## config.mk

```make
export PLATFORM = sky130hd
export DESIGN_NAME = key_event_arbiter
export DESIGN_NICKNAME = d
export VERILOG_FILES = /design/src/rtl/key_event_arbiter.sv
export SDC_FILE = /design/constraint.sdc
export NUM_CORES = 1
export LEC_CHECK = 0
export BUFFER_PORTS_ARGS = -buffer_cell sky130_fd_sc_hd__buf_2
export CAP_MARGIN = 20
export CORE_ASPECT_RATIO = 0.7
export CORE_UTILIZATION = 36
export CTS_CLUSTER_DIAMETER = 200
export CTS_CLUSTER_SIZE = 10
export DETAILED_ROUTE_END_ITERATION = 12
export PLACE_DENSITY = 0.52
export SLEW_MARGIN = 20
export SYNTH_ARGS = -nofsm -noshare
export SYNTH_HDL_FRONTEND = slang
export SYNTH_SLANG_ARGS = --single-unit
```

## constraint.sdc

```tcl
create_clock -name clk -period 2.3 [get_ports clk]
set_input_delay 0.23 -clock clk [delete_from_list [all_inputs] [get_ports clk]]
set_output_delay 0.23 -clock clk [all_outputs]
set_load 0.005 [all_outputs]
```

## src/rtl/key_event_arbiter.sv

```systemverilog
// rtl/key_event_arbiter.sv - per-key edge detect, pending latch and cooldown,
// with a round-robin valid/ready event issuer.
module key_event_arbiter #(
  parameter int NUM_KEYS = 4,
  parameter int COOLDOWN = 16,
  localparam int IDW = $clog2(NUM_KEYS)
) (
  input  logic                clk,
  input  logic                reset,
  input  logic                enable,
  input  logic [NUM_KEYS-1:0] keys,
  input  logic                evt_ready,
  output logic                evt_valid,
  output logic [IDW-1:0]      evt_id,
  output logic [NUM_KEYS-1:0] pending,
  output logic [NUM_KEYS-1:0] dropped
);
  localparam int CW = (COOLDOWN == 0) ? 1 : $clog2(COOLDOWN + 1);
  localparam logic [CW-1:0]  CD_LOAD = CW'(COOLDOWN);
  localparam logic [IDW-1:0] LAST_ID = IDW'(NUM_KEYS - 1);

  logic [NUM_KEYS-1:0] key_d;
  logic [NUM_KEYS-1:0] rise;
  logic [NUM_KEYS-1:0] cd_busy;
  logic [NUM_KEYS-1:0] grant_vec;
  logic [NUM_KEYS-1:0] accept_vec;
  logic [NUM_KEYS-1:0] drop_vec;
  logic [CW-1:0]       cooldown [NUM_KEYS];
  logic [IDW-1:0]      ptr;
  logic [IDW-1:0]      sel;
  logic [IDW-1:0]      cand;
  logic                found;
  logic                slot_free;
  logic                grant;
  int                  idx;

  assign slot_free = ~evt_valid | evt_ready;
  assign rise      = keys & ~key_d;

  // Search registered pending starting at ptr; edges latched this cycle wait a cycle.
  always_comb begin
    found = 1'b0;
    sel   = '0;
    cand  = '0;
    idx   = 0;
    for (int k = 0; k < NUM_KEYS; k++) begin
      idx = int'(ptr) + k;
      if (idx >= NUM_KEYS) idx = idx - NUM_KEYS;
      cand = IDW'(idx);
      if (!found && pending[cand]) begin
        found = 1'b1;
        sel   = cand;
      end
    end
  end

  always_comb begin
    grant     = slot_free & enable & found;
    grant_vec = '0;
    cd_busy   = '0;
    if (grant) grant_vec[sel] = 1'b1;
    for (int i = 0; i < NUM_KEYS; i++) cd_busy[i] = (cooldown[i] != '0);
  end

  assign accept_vec = rise & {NUM_KEYS{enable}} & ~cd_busy & ~pending & ~grant_vec;
  assign drop_vec   = rise & {NUM_KEYS{enable}} & (cd_busy | pending | grant_vec);

  // key_d tracks keys even in reset so a key held through reset gives no edge.
  always_ff @(posedge clk) begin
    key_d <= keys;
    if (reset) begin
      evt_valid <= 1'b0;
      evt_id    <= '0;
      pending   <= '0;
      dropped   <= '0;
      ptr       <= '0;
      for (int i = 0; i < NUM_KEYS; i++) cooldown[i] <= '0;
    end else begin
      dropped <= drop_vec;
      pending <= (pending & ~grant_vec) | accept_vec;
      for (int i = 0; i < NUM_KEYS; i++) begin
        if (grant_vec[i])    cooldown[i] <= CD_LOAD;
        else if (cd_busy[i]) cooldown[i] <= cooldown[i] - CW'(1);
      end
      if (grant) begin
        evt_valid <= 1'b1;
        evt_id    <= sel;
        ptr       <= (sel == LAST_ID) ? '0 : sel + IDW'(1);
      end else if (slot_free) begin
        evt_valid <= 1'b0;
      end
    end
  end
endmodule

```

* Word level (Yosys, flattened, before mapping) *
Memory sizes are Yosys's and may differ from the RTL's.
Cells that the tools add are included.

word-level totals
  register bits after elaboration = 17
  bits in writable memories = 20
  bits of input ports = 8
  word-level logic and storage cells = 132
  memories = 1

memory list
  memory    words  bits a word  read ports  clocked after Yosys merged registers in  wr ports  RTL line  RTL
  cooldown  4      5            4           0                                        4         28        logic [CW-1:0] cooldown [NUM_KEYS];

operators by class
  add/sub/neg operators = 12
  $lt $le $gt $ge = 10
  equality and inequality tests = 1
  multiplexer cells = 64
  bitwise logic cells = 26
  reductions and logical operators = 12

operator list
  operator                                                    count
  two-way mux 1 bit                                           41
  two-way mux 5 bit                                           8
  bitwise AND 4 bit                                           7
  nonzero test 5 bit                                          4
  subtractor 5 x 1 -> 5 bit, second input constant            4
  two-way mux 2 bit                                           9
  NOT 4 bit                                                   4
  less-than comparator 2 x 3 -> 1 bit, second input constant  5
  OR 4 bit                                                    3
  >= comparator 3 bit, second input constant                  3
  OR 1 bit                                                    9
  binary-select mux 1 bit (select 2 bit)                      4
  subtractor 2 x 1 -> 2 bit, second input constant            4
  adder 2 x 2 -> 3 bit, second input constant                 2
  logical AND 1 bit                                           4
  two-way mux 4 bit                                           1
  adder 2 x 1 -> 3 bit, second input constant                 1
  >= comparator 2 x 3 -> 1 bit, second input constant         1
  logical NOT 1 bit                                           3
  adder 2 x 1 -> 2 bit, second input constant                 1
  bitwise AND 1 bit                                           2
  demux 1 bit (select 2 bit)                                  1
  equality test 2 bit, second input constant                  1
  >= comparator 2 x 1 -> 1 bit, second input constant         1
  2 further kinds                                             2

* Depth between registers and ports, before layout *
  depth after elaboration = 24
  depth in mapped cells = 7

* Worst setup path before layout *
No wires, ideal clock.

  path kind = reg2reg
  from = register pending[1]
  to = memory cooldown[3][0] (netlist bit), enable pin
  setup time = 302 ps
  data arrival time = 1598 ps
  setup slack = 399 ps
  cell stages (with the launch flop) = 8
  cell sequence = dfxtp_1 nor2b_1 a21boi_0 o32ai_1 inv_1 ha_1 a21oi_1 nand2_1

RTL lines
  what                      RTL line  RTL
  start: declaration        15        output logic [NUM_KEYS-1:0] pending,
  start signal: assignment  80        pending <= (pending & ~grant_vec) | accept_vec;
  end: declaration          28

==> qor.txt <==
Gr usage total: 14.9%
# placed instances: 251
Total core area: 4530 um^2
Drt wl/cell: 12.7 um
FILL cells: 417
Yosys reg bits: 37
Flop pwr share: 46.4%
Critical-path maximum fanout: 7
Drt first pass iters: 4
Sw Ratio: 32.7%
Via count: 1253
Num ports: 19
Worst EP arrival: 2.02 ns
Clock sink count: 37
Setup violators final: 0
Tightest Pin Transition: 0.438 ns
Number of buffers created by CTS: 5
FF+latch area: 941 um^2
P per Cell Area: 1130 nW/um^2
Post-CTS setup buffer count: 0
Number of failing hold endpoints at the final stage: 0
Placer Congestion: 0.766
Multi-input logic area: 752 um^2
Die H: 60.7 um
Avg Synthesized Cell Area: 10.5 um^2
Sw Pwr: 751 uW
Pleak: 0.000819 uW
Main flop type after synthesis: edfxtp_1
Comb pwr share: 34.2%
VDD IR max: 0.364 mV
First-pass GRT wire length: 5.70 mm
DRC violations left: 0
# nets final: 209
Worst Skew: 0.00260 ns
Synth warn: 0
Crit path required time: 2.27 ns
PortBufs: 18
Final Instance Count excl. Fillers: 258
Clk root buf: clkbuf_8
Mapped Area: 1770 um^2
HP Class: in2reg
Layout cells sized above 1: 16.7%
CTS tree: built
Clock power frac: 19.4%
Initial antenna violation count: 0
Largest net degree at the start of global routing: 24
Post-synthesis cell type count: 30
Diode count: 0
P&R area growth vs syn: 14.2%
Rows: 20
Total Wirelength: 3.29 mm
Most numerous cell in the Yosys netlist: nor2_1
Hpwl dp: 2.45 mm
Area share of the largest cell type after synthesis: 33.9%
Total design power: 2300 uW
Period minus WS final: 2.05 ns
Maxcap violations: 0
Post-synth EDFFs: 20
Power Internal: 1540 uW
Final Max Slew Viols: 0
Die Area: 5210 um^2
Synth area leader: edfxtp_1
Clock latency at the later pin of the worst-skew pair: 0.28 ns
Die X: 85.9 um
Fin crit share: 89.3%
Largest cells by area after synthesis: edfxtp_1, dfxtp_1, ha_1
Status: finished, final reports clean
Initial Util: 39.1%
H-tree depth: 2
Clock Path Buffers: 2
CP startpoint kind: flop
Grt total ovfl: 0
RSZ-0062 raised after global routing: no
F_max: 487 MHz
Synth cell count leaders: nor2_1, edfxtp_1, dfxtp_1, inv_1, nand2_1
TNS Setup: 0 ns
Initial DRC count: 58
Clock slew at reported path FFs: 0.07 ns
Crit path capture type: flop
Vias per cell: 4.86
Routed Antenna Nets: 0
Crit Path Class: reg2reg
Post-synth ARST share: 0%
Post-synthesis sequential area ratio: 53.1%
Relative slew slack: 70.8%
Syn nets: 186
Number of global-route vias before repair: 1231
Cells after synthesis: 169
==> registers in the layout, summed over array words and instances (netlist names) <==
register	count
dropped	4
evt_id	2
cooldown	20
ptr	2
evt_valid	1
key_d	4
pending	4
==> kinds of logic (layout without fill, tap and decap cells) <==
group           after synthesis  in the layout  synth area share (%)
flops                        37             37                  53.1
fa+ha+maj                     9              9                  6.36
xor+xnor                      8              8                  3.95
simple gates                 62             62                  17.2
buf+inv                      19             42                  4.87
mux                           2              2                  1.13
compound gates               32             32                  13.3
==> cell type report <==
type	count	area share, %
multi-input cells	113	37.2
clock buffers	7	4.27
flip-flops and latches	37	46.5
inverters	15	2.78
repair buffers	20	5.19
well taps	66	4.08
==> metrics by stage <==
stage	util (%)	cell area, um^2	hold slack [ns]	setup WS [ns]
after floorplan	-	1770	0.258	0.399
after global placement	42.6	1930	0.347	0.202
after detailed placement	42.6	1930	0.354	0.148
after CTS	44.5	2020	0.0623	0.116
after global routing	44.7	2020	0.0568	0.0243
final	44.7	2020	0.0684	0.246
==> critical path, cell delays in order (launching register included) <==
cell      delay, ns
dfxtp_1        0.48
inv_1          0.14
a21oi_1        0.14
a21o_1         0.19
a21boi_1       0.24
ha_1           0.25
a21oi_1        0.09
nand2_1        0.22
==> power by group through the flow <==
stage          sequential [uW]  clock (uW)  combinational, uW
4_1_cts                   1060         455                789
3_3_place_gp              1070           0                765
5_1_grt                   1090         491                894
3_5_place_dp              1080           0                781
6_report                  1060         445                786
2_1_floorplan             1050           0                621
==> final timing paths <==
| check | start | end | slack (ns) | cells after the start |
|---|---|---|---|---|
| worst max-delay path | pending[3] | cooldown[3][2] | 0.25 | 7 |
| worst min-delay path | keys[2] | key_d[2] | 0.07 | 1 |
| worst max register to register | pending[3] | cooldown[3][2] | 0.25 | 7 |
| worst min register to register | evt_id[1] | evt_id[1] | 0.51 | 2 |
==> layout by cell type, fill, tap and decap left out, drive strengths merged <==
cell / Yosys / routed
nor2: 24 / 24
edfxtp: 20 / 20
buf: 2 / 20
dfxtp: 17 / 17
inv: 15 / 15
nand2: 12 / 12
a21oi: 11 / 11
nor2b: 9 / 9
ha: 9 / 9
xnor2: 8 / 8
clkbuf: 2 / 7
nor3: 5 / 5
a211o: 4 / 4
a311oi: 4 / 4
or3b: 3 / 3
nand2b: 3 / 3
nand3b: 3 / 3
o31a: 3 / 3
mux2i: 2 / 2
a21boi: 2 / 2
o32ai: 2 / 2
a21o: 1 / 1
o21ai: 1 / 1
o41ai: 1 / 1
nor4b: 1 / 1
o22ai: 1 / 1
a41oi: 1 / 1
nand3: 1 / 1
nor3b: 1 / 1
a31o: 1 / 1
==> timing repair <==
| action | in CTS | in global routing |
|---|---|---|
| resized for setup | 0 | 2 |
| setup endpoints to repair | 0 | 11 |
| hold buffers | 0 | 0 |
==> per-layer routing <==
metal  up-vias  routed length, um  global-route usage [%]  part of all wire [%]
met3         5                193                    5.58                   5.9
met2        35               1340                    23.4                    41
met4         0                 40                    5.71                   1.2
li1        641                  -                       -                     -
met1       572               1710                    19.0                    52
met5         -                  0                       0                     0
No activity file was read; power rests on OpenSTA's default activity.
